**src/rtl/sar_pkg.sv**
```systemverilog
// Shared types, defaults and helpers for the successive-approximation search controller.
package sar_pkg;

    localparam int unsigned SAR_WIDTH  = 4;
    localparam int unsigned SAR_SETTLE = 1;

    typedef enum logic [1:0] {
        ST_IDLE   = 2'd0,
        ST_SETTLE = 2'd1,
        ST_DECIDE = 2'd2,
        ST_DONE   = 2'd3
    } sar_state_e;

    typedef struct packed {
        logic equal;
        logic greater;
        logic lesser;
    } sar_flags_t;

    // A legal comparator answer has exactly one flag raised.
    function automatic logic onehot3(input sar_flags_t f);
        return $countones(f) == 1;
    endfunction

    // Counter/index width that never collapses to zero bits.
    function automatic int unsigned clog2_min1(input int unsigned v);
        return (v < 2) ? 1 : $clog2(v);
    endfunction

endpackage

```
**src/rtl/sar_settle_timer.sv**
```systemverilog
// Loadable down-counter that marks the last settle cycle after a trial update.
module sar_settle_timer
    import sar_pkg::*;
#(
    parameter int unsigned SETTLE = SAR_SETTLE
) (
    input  logic clk,
    input  logic rst_n,
    input  logic i_load,
    input  logic i_dec,
    output logic o_last_c
);

    localparam int unsigned CW = clog2_min1(SETTLE + 1);

    logic [CW-1:0] r_cnt;

    always_ff @(posedge clk or negedge rst_n) begin
        if (!rst_n) begin
            r_cnt <= '0;
        end else if (i_load) begin
            r_cnt <= CW'(SETTLE);
        end else if (i_dec && (r_cnt != '0)) begin
            r_cnt <= r_cnt - CW'(1);
        end
    end

    // High while the count is on its final step towards zero.
    assign o_last_c = (r_cnt <= CW'(1));

endmodule

```
**src/rtl/sar_search_ctrl.sv**
```systemverilog
// Binary-searches a comparator target MSB-first by driving trial codes and reading back the flags.
module sar_search_ctrl
    import sar_pkg::*;
#(
    parameter int unsigned WIDTH  = SAR_WIDTH,
    parameter int unsigned SETTLE = SAR_SETTLE
) (
    input  logic             clk,
    input  logic             rst_n,
    input  logic             start,
    input  logic             cmp_equal,
    input  logic             cmp_greater,
    input  logic             cmp_lesser,
    output logic [WIDTH-1:0] trial,
    output logic             busy,
    output logic             done,
    output logic [WIDTH-1:0] result,
    output logic             exact,
    output logic             err
);

    localparam int unsigned     BW        = clog2_min1(WIDTH);
    localparam logic [BW-1:0]   MSB_IDX   = BW'(WIDTH - 1);
    localparam sar_state_e      ST_TRIAL  = (SETTLE == 0) ? ST_DECIDE : ST_SETTLE;

    sar_state_e       r_state;
    sar_state_e       w_state_nxt;
    logic [BW-1:0]    r_bit;
    logic [BW-1:0]    w_bit_nxt;
    logic [WIDTH-1:0] r_trial;
    logic [WIDTH-1:0] w_trial_nxt;
    logic [WIDTH-1:0] r_result;
    logic [WIDTH-1:0] w_result_nxt;
    logic             r_busy;
    logic             w_busy_nxt;
    logic             r_done;
    logic             w_done_nxt;
    logic             r_exact;
    logic             w_exact_nxt;
    logic             r_err;
    logic             w_err_nxt;
    logic             w_load;
    logic             w_settle_last;
    logic             w_flags_ok;
    logic             w_finish;
    sar_flags_t       w_flags;
    logic [WIDTH-1:0] w_bit_mask;
    logic [WIDTH-1:0] w_cand;

    assign w_flags    = {cmp_equal, cmp_greater, cmp_lesser};
    assign w_flags_ok = onehot3(w_flags);
    assign w_finish   = !w_flags_ok || w_flags.equal || (r_bit == '0);
    assign w_bit_mask = WIDTH'(1) << r_bit;
    // Trial too high clears the bit under test, otherwise it is kept.
    assign w_cand     = w_flags.greater ? (r_trial & ~w_bit_mask) : r_trial;

    sar_settle_timer #(
        .SETTLE (SETTLE)
    ) u_settle (
        .clk      (clk),
        .rst_n    (rst_n),
        .i_load   (w_load),
        .i_dec    (r_state == ST_SETTLE),
        .o_last_c (w_settle_last)
    );

    always_ff @(posedge clk or negedge rst_n) begin
        if (!rst_n) begin
            r_state <= ST_IDLE;
        end else begin
            r_state <= w_state_nxt;
        end
    end

    always_comb begin
        w_state_nxt = r_state;
        unique case (r_state)
            ST_IDLE:   if (start) w_state_nxt = ST_TRIAL;
            ST_SETTLE: if (w_settle_last) w_state_nxt = ST_DECIDE;
            ST_DECIDE: w_state_nxt = w_finish ? ST_DONE : ST_TRIAL;
            ST_DONE:   w_state_nxt = ST_IDLE;
            default:   w_state_nxt = ST_IDLE;
        endcase
    end

    always_comb begin
        w_bit_nxt    = r_bit;
        w_trial_nxt  = r_trial;
        w_result_nxt = r_result;
        w_busy_nxt   = r_busy;
        w_done_nxt   = 1'b0;
        w_exact_nxt  = r_exact;
        w_err_nxt    = r_err;
        w_load       = 1'b0;
        unique case (r_state)
            ST_IDLE: begin
                if (start) begin
                    w_busy_nxt   = 1'b1;
                    w_result_nxt = '0;
                    w_exact_nxt  = 1'b0;
                    w_err_nxt    = 1'b0;
                    w_bit_nxt    = MSB_IDX;
                    w_trial_nxt  = WIDTH'(1) << MSB_IDX;
                    w_load       = 1'b1;
                end
            end
            ST_DECIDE: begin
                if (w_finish) begin
                    w_busy_nxt = 1'b0;
                    w_done_nxt = 1'b1;
                    if (!w_flags_ok) begin
                        w_err_nxt    = 1'b1;
                        w_result_nxt = '0;
                    end else if (w_flags.equal) begin
                        w_result_nxt = r_trial;
                        w_exact_nxt  = 1'b1;
                    end else begin
                        w_result_nxt = w_cand;
                    end
                end else begin
                    w_bit_nxt   = r_bit - BW'(1);
                    w_trial_nxt = w_cand | (w_bit_mask >> 1);
                    w_load      = 1'b1;
                end
            end
            default: begin
            end
        endcase
    end

    always_ff @(posedge clk or negedge rst_n) begin
        if (!rst_n) begin
            r_bit    <= '0;
            r_trial  <= '0;
            r_result <= '0;
            r_busy   <= 1'b0;
            r_done   <= 1'b0;
            r_exact  <= 1'b0;
            r_err    <= 1'b0;
        end else begin
            r_bit    <= w_bit_nxt;
            r_trial  <= w_trial_nxt;
            r_result <= w_result_nxt;
            r_busy   <= w_busy_nxt;
            r_done   <= w_done_nxt;
            r_exact  <= w_exact_nxt;
            r_err    <= w_err_nxt;
        end
    end

    assign trial  = r_trial;
    assign busy   = r_busy;
    assign done   = r_done;
    assign result = r_result;
    assign exact  = r_exact;
    assign err    = r_err;

endmodule
```
**config.mk**
```make
export PLATFORM = sky130hd
export DESIGN_NAME = sar_search_ctrl
export DESIGN_NICKNAME = d
export VERILOG_FILES = /design/src/rtl/sar_pkg.sv /design/src/rtl/sar_settle_timer.sv /design/src/rtl/sar_search_ctrl.sv
export SDC_FILE = /design/constraint.sdc
export NUM_CORES = 1
export LEC_CHECK = 0
export ABC_AREA = 1
export CORE_MARGIN = 1.5
export CORE_UTILIZATION = 32
export DETAILED_ROUTE_END_ITERATION = 8
export SYNTH_ARGS = -nofsm -noshare
export SYNTH_HDL_FRONTEND = slang
export SYNTH_SLANG_ARGS = --single-unit
```
**constraint.sdc**
```tcl
create_clock -name clk -period 3.06 [get_ports clk]
set_input_delay 0.612 -clock clk [delete_from_list [all_inputs] [get_ports clk]]
set_output_delay 0.612 -clock clk [all_outputs]
set_load 0.005 [all_outputs]
```
==> results_dict.tcl, run 1 <==
set metrics [dict create \
    wl_per_cell_um 11.97 \
    buffer_ports.inserted 17 \
    met2_wirelength_from_detailed_routing_um 917 \
    power_frac_seq_pct 38.7 \
    synthTopCellsByArea "sky130_fd_sc_hd__dfrtp_1 (46%), sky130_fd_sc_hd__nand2_1 (16%), sky130_fd_sc_hd__ha_1 (5.8%), sky130_fd_sc_hd__nor2_1 (4.7%), sky130_fd_sc_hd__nand3_1 (4.0%)" \
    pwr_density_cell_mw_per_mm2 832.2 \
    ys_seq_area_share_pct 46.04 \
    final-hold-violation-count 0 \
    global_route_wire_length_before_repair_um 3105 \
    post_cts_setup_repair_buffer_count 0 \
    synth_edf_count 0 \
    totalNegativeSetupSlack_ns 0 \
    synth.ff_latch_count 16 \
    final_hpwl_from_detailed_placement_um 1438 \
    asyncSetResetFlopFracSynth_pct 100.0 \
    design.portCount 18 \
    total_drc_errors_in_the_routed_layout 0 \
    finalSetupViolations 0 \
    run_status "finished, final reports clean" \
    core-area_mm2 0.002522 \
    p_switching_w 0.0003697 \
    drive_above_1_share_pct 13.39 \
    synth.net_count 117 \
    num_vias 756 \
    hold_end "result[1]$_DFFE_PN0P_" \
    post_route_hold_slack_ns 0.4870 \
    cts_sinks 16 \
    met1_length_um 842 \
    hold_buffers 0 \
    synth_most_common_cell "sky130_fd_sc_hd__nand2_1" \
    type_of_the_worst_setup_path "input pin to register" \
    cts.clk_slew.worst_paths_ns 0.10 \
    final_cell_count_no_fill 157 \
    timing.hold.worst.class "register to register" \
    regToRegStartpoint "r_bit[0]$_DFFE_PN0P_" \
    grt_pass1_vias 738 \
    cts_inserted_buffers 3 \
    grtUsageTotal_pct 14.81 \
    max-cap-violations 0 \
    layout-area-overhead-vs-synth_pct 28.06 \
    synthesis.area_per_instance_um2 8.204 \
    clockRootBuffer "sky130_fd_sc_hd__clkbuf_4" \
    post_cts_resize_count 0 \
    std_cell_rows 18 \
    final_period_utilization_pct 74.96 \
    timing.final.max_slew_violations 0 \
    fin_skew_ns 0.001379 \
    ant_nets 0 \
    grt_overflow_total 0 \
    finalWeightedCongestion 0.8234 \
    final.min_clock_period_ns 2.294 \
    routed_wirelength_um 1879 \
    multi_input_gate_area_in_the_final_layout_um2 420.4 \
    p_clk_share_pct 15.5 \
    internal-power_w 0.0005570 \
    static-leakage-power_nw 0.5505 \
    detailedRoute.firstPassIterationCount 5 \
    ys_warn_count 0 \
    yosys.area.top_type "sky130_fd_sc_hd__dfrtp_1" \
    worst_slew_pin_slew_ns 0.7331 \
    maximum_number_of_pins_on_one_net_before_global_route_repair 17 \
    die_x_um 55.13 \
    detail_route.vias_per_cell 4.815 \
    synthesis.instances 106 \
    maxSlewHeadroom_pct 50.98 \
    cts_tree "done" \
    clock_insertion_delay_worst_skew_ns 0.29 \
    chipHeight_um 55.13 \
    mappedNetlistArea_um2 869.6 \
    met3RoutedLength_um 102 \
    n_antenna_cell 0 \
    top_signal_layer_used "met4" \
    r2r_cells 8 \
    startpoint_type "input pin" \
    synth.top_cell.area_share_pct 46.04 \
    place_inst 153 \
    deepest_level_of_the_cts_h_tree 1 \
    cp.required_ns 3.25 \
    leading_register_cell_type_out_of_synthesis "sky130_fd_sc_hd__dfrtp_1" \
    synth_cell_types 18 \
    grt_antenna_before_repair 0 \
    critical_path.reg2reg.endpoint "result[2]$_DFFE_PN0P_" \
    worst-endpoint-arrival_ns 2.49 \
    sw_frac_of_total_pct 39.89 \
    fill_cells 277 \
    hold_path_depth 2 \
    starting_utilization_of_the_core_area_pct 34.47 \
    timing.critical_path.to_type "register" \
    design.die.area_mm2 0.003039 \
    yosys-top-cells-count "sky130_fd_sc_hd__nand2_1 (36), sky130_fd_sc_hd__dfrtp_1 (16), sky130_fd_sc_hd__nor2_1 (11), sky130_fd_sc_hd__inv_1 (9), sky130_fd_sc_hd__nand3_1 (7)" \
    hold_path.startpoint "result[1]$_DFFE_PN0P_" \
    timing.fmax_ghz 0.4360 \
    cp_max_fo 6 \
    finish.net_count 139 \
    comb_power_share_pct 45.8 \
    worst-r2r-setup-slack_ns 1.57 \
    register_area_um2 400.4 \
    grt_setup_unrepaired "false" \
    drt-initial-drc-count 18 \
    irDropWorstVdd_mv 0.4588 \
    cts-root-to-sink-buffers 2 \
]
-- flip-flops by register name, summed over array words and instances, names as in the netlist --
| name | flops |
|---|---|
| busy | 1 |
| err | 1 |
| trial | 4 |
| r_state | 2 |
| r_bit | 2 |
| done | 1 |
| result | 4 |
| exact | 1 |
-- how the worst max path moves through the flow --
stage | start | endpoint | slack (ns)
finish | cmp_equal | result[2]$_DFFE_PN0P_ | 0.77
global route | cmp_equal | result[2]$_DFFE_PN0P_ | 0.64
CTS | cmp_equal | result[1]$_DFFE_PN0P_ | 0.75
detailed placement | cmp_equal | result[1]$_DFFE_PN0P_ | 0.45
global placement | cmp_equal | result[2]$_DFFE_PN0P_ | 0.50
floorplan | cmp_equal | result[1]$_DFFE_PN0P_ | 1.22
-- power groups by stage --
stage | registers (W) | clock network (W) | logic (W)
after floorplan | 0.000357 | 0 | 0.000253
after global placement | 0.000364 | 0 | 0.000415
after detailed placement | 0.000364 | 0 | 0.000424
after CTS | 0.000361 | 0.000148 | 0.000427
after global routing | 0.000370 | 0.000161 | 0.000481
final | 0.000359 | 0.000144 | 0.000424
-- cells in the final DEF, fill, tap and decap left out, types with 2 or more instances in the layout --
master	instances
sky130_fd_sc_hd__nand2_1	36
sky130_fd_sc_hd__clkdlybuf4s50_1	17
sky130_fd_sc_hd__dfrtp_1	16
sky130_fd_sc_hd__nor2_1	11
sky130_fd_sc_hd__inv_1	9
sky130_fd_sc_hd__nand3_1	7
sky130_fd_sc_hd__a21oi_1	5
sky130_fd_sc_hd__inv_2	4
sky130_fd_sc_hd__ha_1	4
sky130_fd_sc_hd__o21ai_0	3
sky130_fd_sc_hd__clkbuf_4	3
sky130_fd_sc_hd__nor2_4	2
sky130_fd_sc_hd__nand2_4	2
-- per-layer routing --
layer	track usage, %	up-vias
li1	-	369
met1	16.53	355
met2	26.39	26
met3	5.645	6
met4	3.659	0
met5	0	-
-- critical path, cell delays in order --
cell and delay (ns):
sky130_fd_sc_hd__clkdlybuf4s50_1 0.57, sky130_fd_sc_hd__inv_1 0.11, sky130_fd_sc_hd__fa_1 0.54, sky130_fd_sc_hd__nor2_4 0.20
sky130_fd_sc_hd__nand2_1 0.09, sky130_fd_sc_hd__nand2_1 0.14, sky130_fd_sc_hd__nand2_2 0.09, sky130_fd_sc_hd__nand2_1 0.08
sky130_fd_sc_hd__nand2_1 0.05
-- cells by family (layout without fill, tap and decap cells) --
group,after synthesis,count (layout),synth area share [%]
simple gates,62,62,34.10
flops,16,16,46.04
buf+inv,13,34,5.611
compound gates,10,10,6.186
fa+ha+maj,5,5,8.058
-- metrics by stage --
| stage | area, um2 | util (%) | total power, W | worst slack [ns] |
|---|---|---|---|---|
| after CTS | 1114 | 44.15 | 0.0009358 | 0.7491 |
| after global placement | 1077 | 42.71 | 0.0007782 | 0.5045 |
| final | 1114 | 44.15 | 0.0009267 | 0.7663 |
| after floorplan | 869.6 | - | 0.0006102 | 1.217 |
| after global routing | 1114 | 44.15 | 0.001011 | 0.6381 |
| after detailed placement | 1077 | 42.71 | 0.0007881 | 0.4477 |
-- area by class of cell --
type | count | share of cell area (%)
multi-input combinational | 77 | 37.75
tap | 30 | 3.371
inverter | 13 | 4.382
sequential | 16 | 35.95
clock buffer | 4 | 3.258
timing repair buffer | 17 | 15.28
No activity file was read; power rests on OpenSTA's default activity.
==> run 2, diff against run 1 <==
Clock period 3.06 ns to 2.3 ns, I/O delays scaled along.
==> results_dict.tcl, run 2 (synthesized netlist as in run 1, its figures left out) <==
set metrics [dict create \
    run_status "finished, final reports clean" \
    crit_top_cell "sky130_fd_sc_hd__nand2_1" \
    n_antenna_cell 0 \
    hold_buffers 0 \
    p_switching_w 0.0004654 \
    chipHeight_um 55.13 \
    type_of_the_worst_setup_path "input pin to register" \
    cp.required_ns 2.48 \
    layout-area-overhead-vs-synth_pct 29.93 \
    global_route_wire_length_before_repair_um 2980 \
    timing.final.max_slew_violations 0 \
    most_common_cell_after_layout_fill_and_taps_aside "sky130_fd_sc_hd__nand2_1" \
    finalSetupViolations 0 \
    maxSlewHeadroom_pct 51.22 \
    startpoint_type "input pin" \
    final-hold-violation-count 0 \
    num_vias 736 \
    cts_sinks 16 \
    final_hpwl_from_detailed_placement_um 1371 \
    totalNegativeSetupSlack_ns 0 \
    final.min_clock_period_ns 1.959 \
    met3_global_route_usage_pct 5.645 \
    core-area_mm2 0.002522 \
    hold_path_depth 2 \
    cts_inserted_buffers 3 \
    timing.fmax_ghz 0.5104 \
    timing.critical_path.to_type "register" \
    deepest_level_of_the_cts_h_tree 1 \
    starting_utilization_of_the_core_area_pct 34.47 \
    detail_route.vias_per_cell 4.600 \
    grt_overflow_total 0 \
    grt_setup_unrepaired "false" \
    static-leakage-power_nw 0.5625 \
    finalWeightedCongestion 0.8446 \
    layout.cells.most_common_list "sky130_fd_sc_hd__nand2_1 (36), sky130_fd_sc_hd__clkdlybuf4s50_1 (17), sky130_fd_sc_hd__dfrtp_1 (16), sky130_fd_sc_hd__nor2_1 (11), sky130_fd_sc_hd__inv_1 (9)" \
    power_frac_seq_pct 40.0 \
    critical-path-slowest-cell "sky130_fd_sc_hd__fa_1" \
    maximum_number_of_pins_on_one_net_before_global_route_repair 17 \
    fill_cells 279 \
    grt_antenna_before_repair 0 \
    max-cap-violations 0 \
    grtUsageTotal_pct 14.18 \
    pwr_density_cell_mw_per_mm2 1048 \
    clockRootBuffer "sky130_fd_sc_hd__clkbuf_4" \
    post_cts_resize_count 0 \
    globalRouteMet1Util_pct 17.00 \
    final_period_utilization_pct 85.19 \
    globalRouteMet2Util_pct 23.61 \
    std_cell_rows 18 \
    routed_wirelength_um 1732 \
    post_route_hold_slack_ns 0.4768 \
    critPathMaxStageDelay_ns 0.54 \
    place_inst 157 \
    worst-endpoint-arrival_ns 2.14 \
    top_usage_layer "met2" \
    ant_nets 0 \
    drt-initial-drc-count 13 \
    fin_skew_ns 0.006020 \
    wl_per_cell_um 10.83 \
    drive_above_1_share_pct 15.38 \
    buffer_ports.inserted 17 \
    irDropWorstVdd_mv 0.5938 \
    cts_tree "done" \
    total_drc_errors_in_the_routed_layout 0 \
    cp_max_fo 4 \
    cts.clk_slew.worst_paths_ns 0.09 \
    design.portCount 18 \
    post_cts_setup_repair_buffer_count 0 \
    crit_chain "clkdlybuf4s50_1 -> inv_1 -> fa_1 -> nor2_4 -> nand2_1 -> nand2_1 -> nand2_2 -> nand2_1 -> nand2_1" \
    comb_power_share_pct 48.0 \
    detailedRoute.firstPassIterationCount 4 \
    sw_frac_of_total_pct 39.30 \
    design.die.area_mm2 0.003039 \
    r2r_cells 8 \
    cts-root-to-sink-buffers 2 \
    final_cell_count_no_fill 160 \
    worst_slew_pin_slew_ns 0.7295 \
    die_x_um 55.13 \
    p_clk_share_pct 11.9 \
    timing.hold.worst.class "register to register" \
    internal-power_w 0.0007188 \
    grt_pass1_vias 705 \
    finish.net_count 143 \
    clock_insertion_delay_worst_skew_ns 0.28 \
]
run 2: changes by cell type in the layout (fill, tap and decap cells not counted):
cell	delta
sky130_fd_sc_hd__clkbuf_8	-1
sky130_fd_sc_hd__buf_4	+4
run 2: layer usage:
layer | routed length, um | vias to the layer above | share of wire [%]
li1 | - | 378 | -
met1 | 793 | 340 | 46
met2 | 841 | 16 | 49
met3 | 87 | 2 | 5.0
met4 | 10 | 0 | 0.58
met5 | 0 | - | 0
run 2: path summary, 6_finish.rpt:
path,slack [ns],startpoint,end
worst min-delay path,0.48,busy$_DFFE_PN0P_,busy$_DFFE_PN0P_
worst max-delay path,0.34,cmp_equal,result[1]$_DFFE_PN0P_
worst min register to register,0.48,busy$_DFFE_PN0P_,busy$_DFFE_PN0P_
max in group asynchronous,1.23,rst_n,result[0]$_DFFE_PN0P_
min in group asynchronous,0.60,rst_n,r_state[1]$_DFFE_PN0P_
worst max register to register,0.88,r_bit[0]$_DFFE_PN0P_,result[1]$_DFFE_PN0P_
run 2: power by group through the flow:
stage	combinational, W	clock [W]	sequential, W
2_1_floorplan	0.000337	0	0.000475
3_3_place_gp	0.000567	0	0.000479
3_5_place_dp	0.000575	0	0.000481
4_1_cts	0.000578	0.000153	0.000476
5_1_grt	0.000649	0.000166	0.000491
6_report	0.000569	0.000141	0.000474
run 2: stage by stage:
step / utilization [%] / instance area, um2 / setup slack [ns] / power (W)
5_1_grt: 44.79 / 1130 / 0.2007 / 0.001306
2_1_floorplan: - / 869.6 / 0.6086 / 0.0008118
4_1_cts: 44.79 / 1130 / 0.3332 / 0.001207
3_3_place_gp: 43.90 / 1107 / 0.07037 / 0.001045
6_report: 44.79 / 1130 / 0.3406 / 0.001184
3_5_place_dp: 43.90 / 1107 / 0.02997 / 0.001056
run 2: cell type report:
cell class | instances | area (um2) | area share [%]
inverters | 13 | 48.80 | 4.319
multi-input cells | 77 | 420.4 | 37.21
flip-flops and latches | 16 | 400.4 | 35.44
repair buffers | 21 | 200.2 | 17.72
clock buffers | 3 | 22.52 | 1.993
well taps | 30 | 37.54 | 3.322
run 2: critical path, delay by kind of cell:
| kind | cells | cell delay [ns] |
|---|---|---|
| simple gates | 6 | 0.58 |
| buf+inv | 2 | 0.55 |
| fa+ha+maj | 1 | 0.54 |
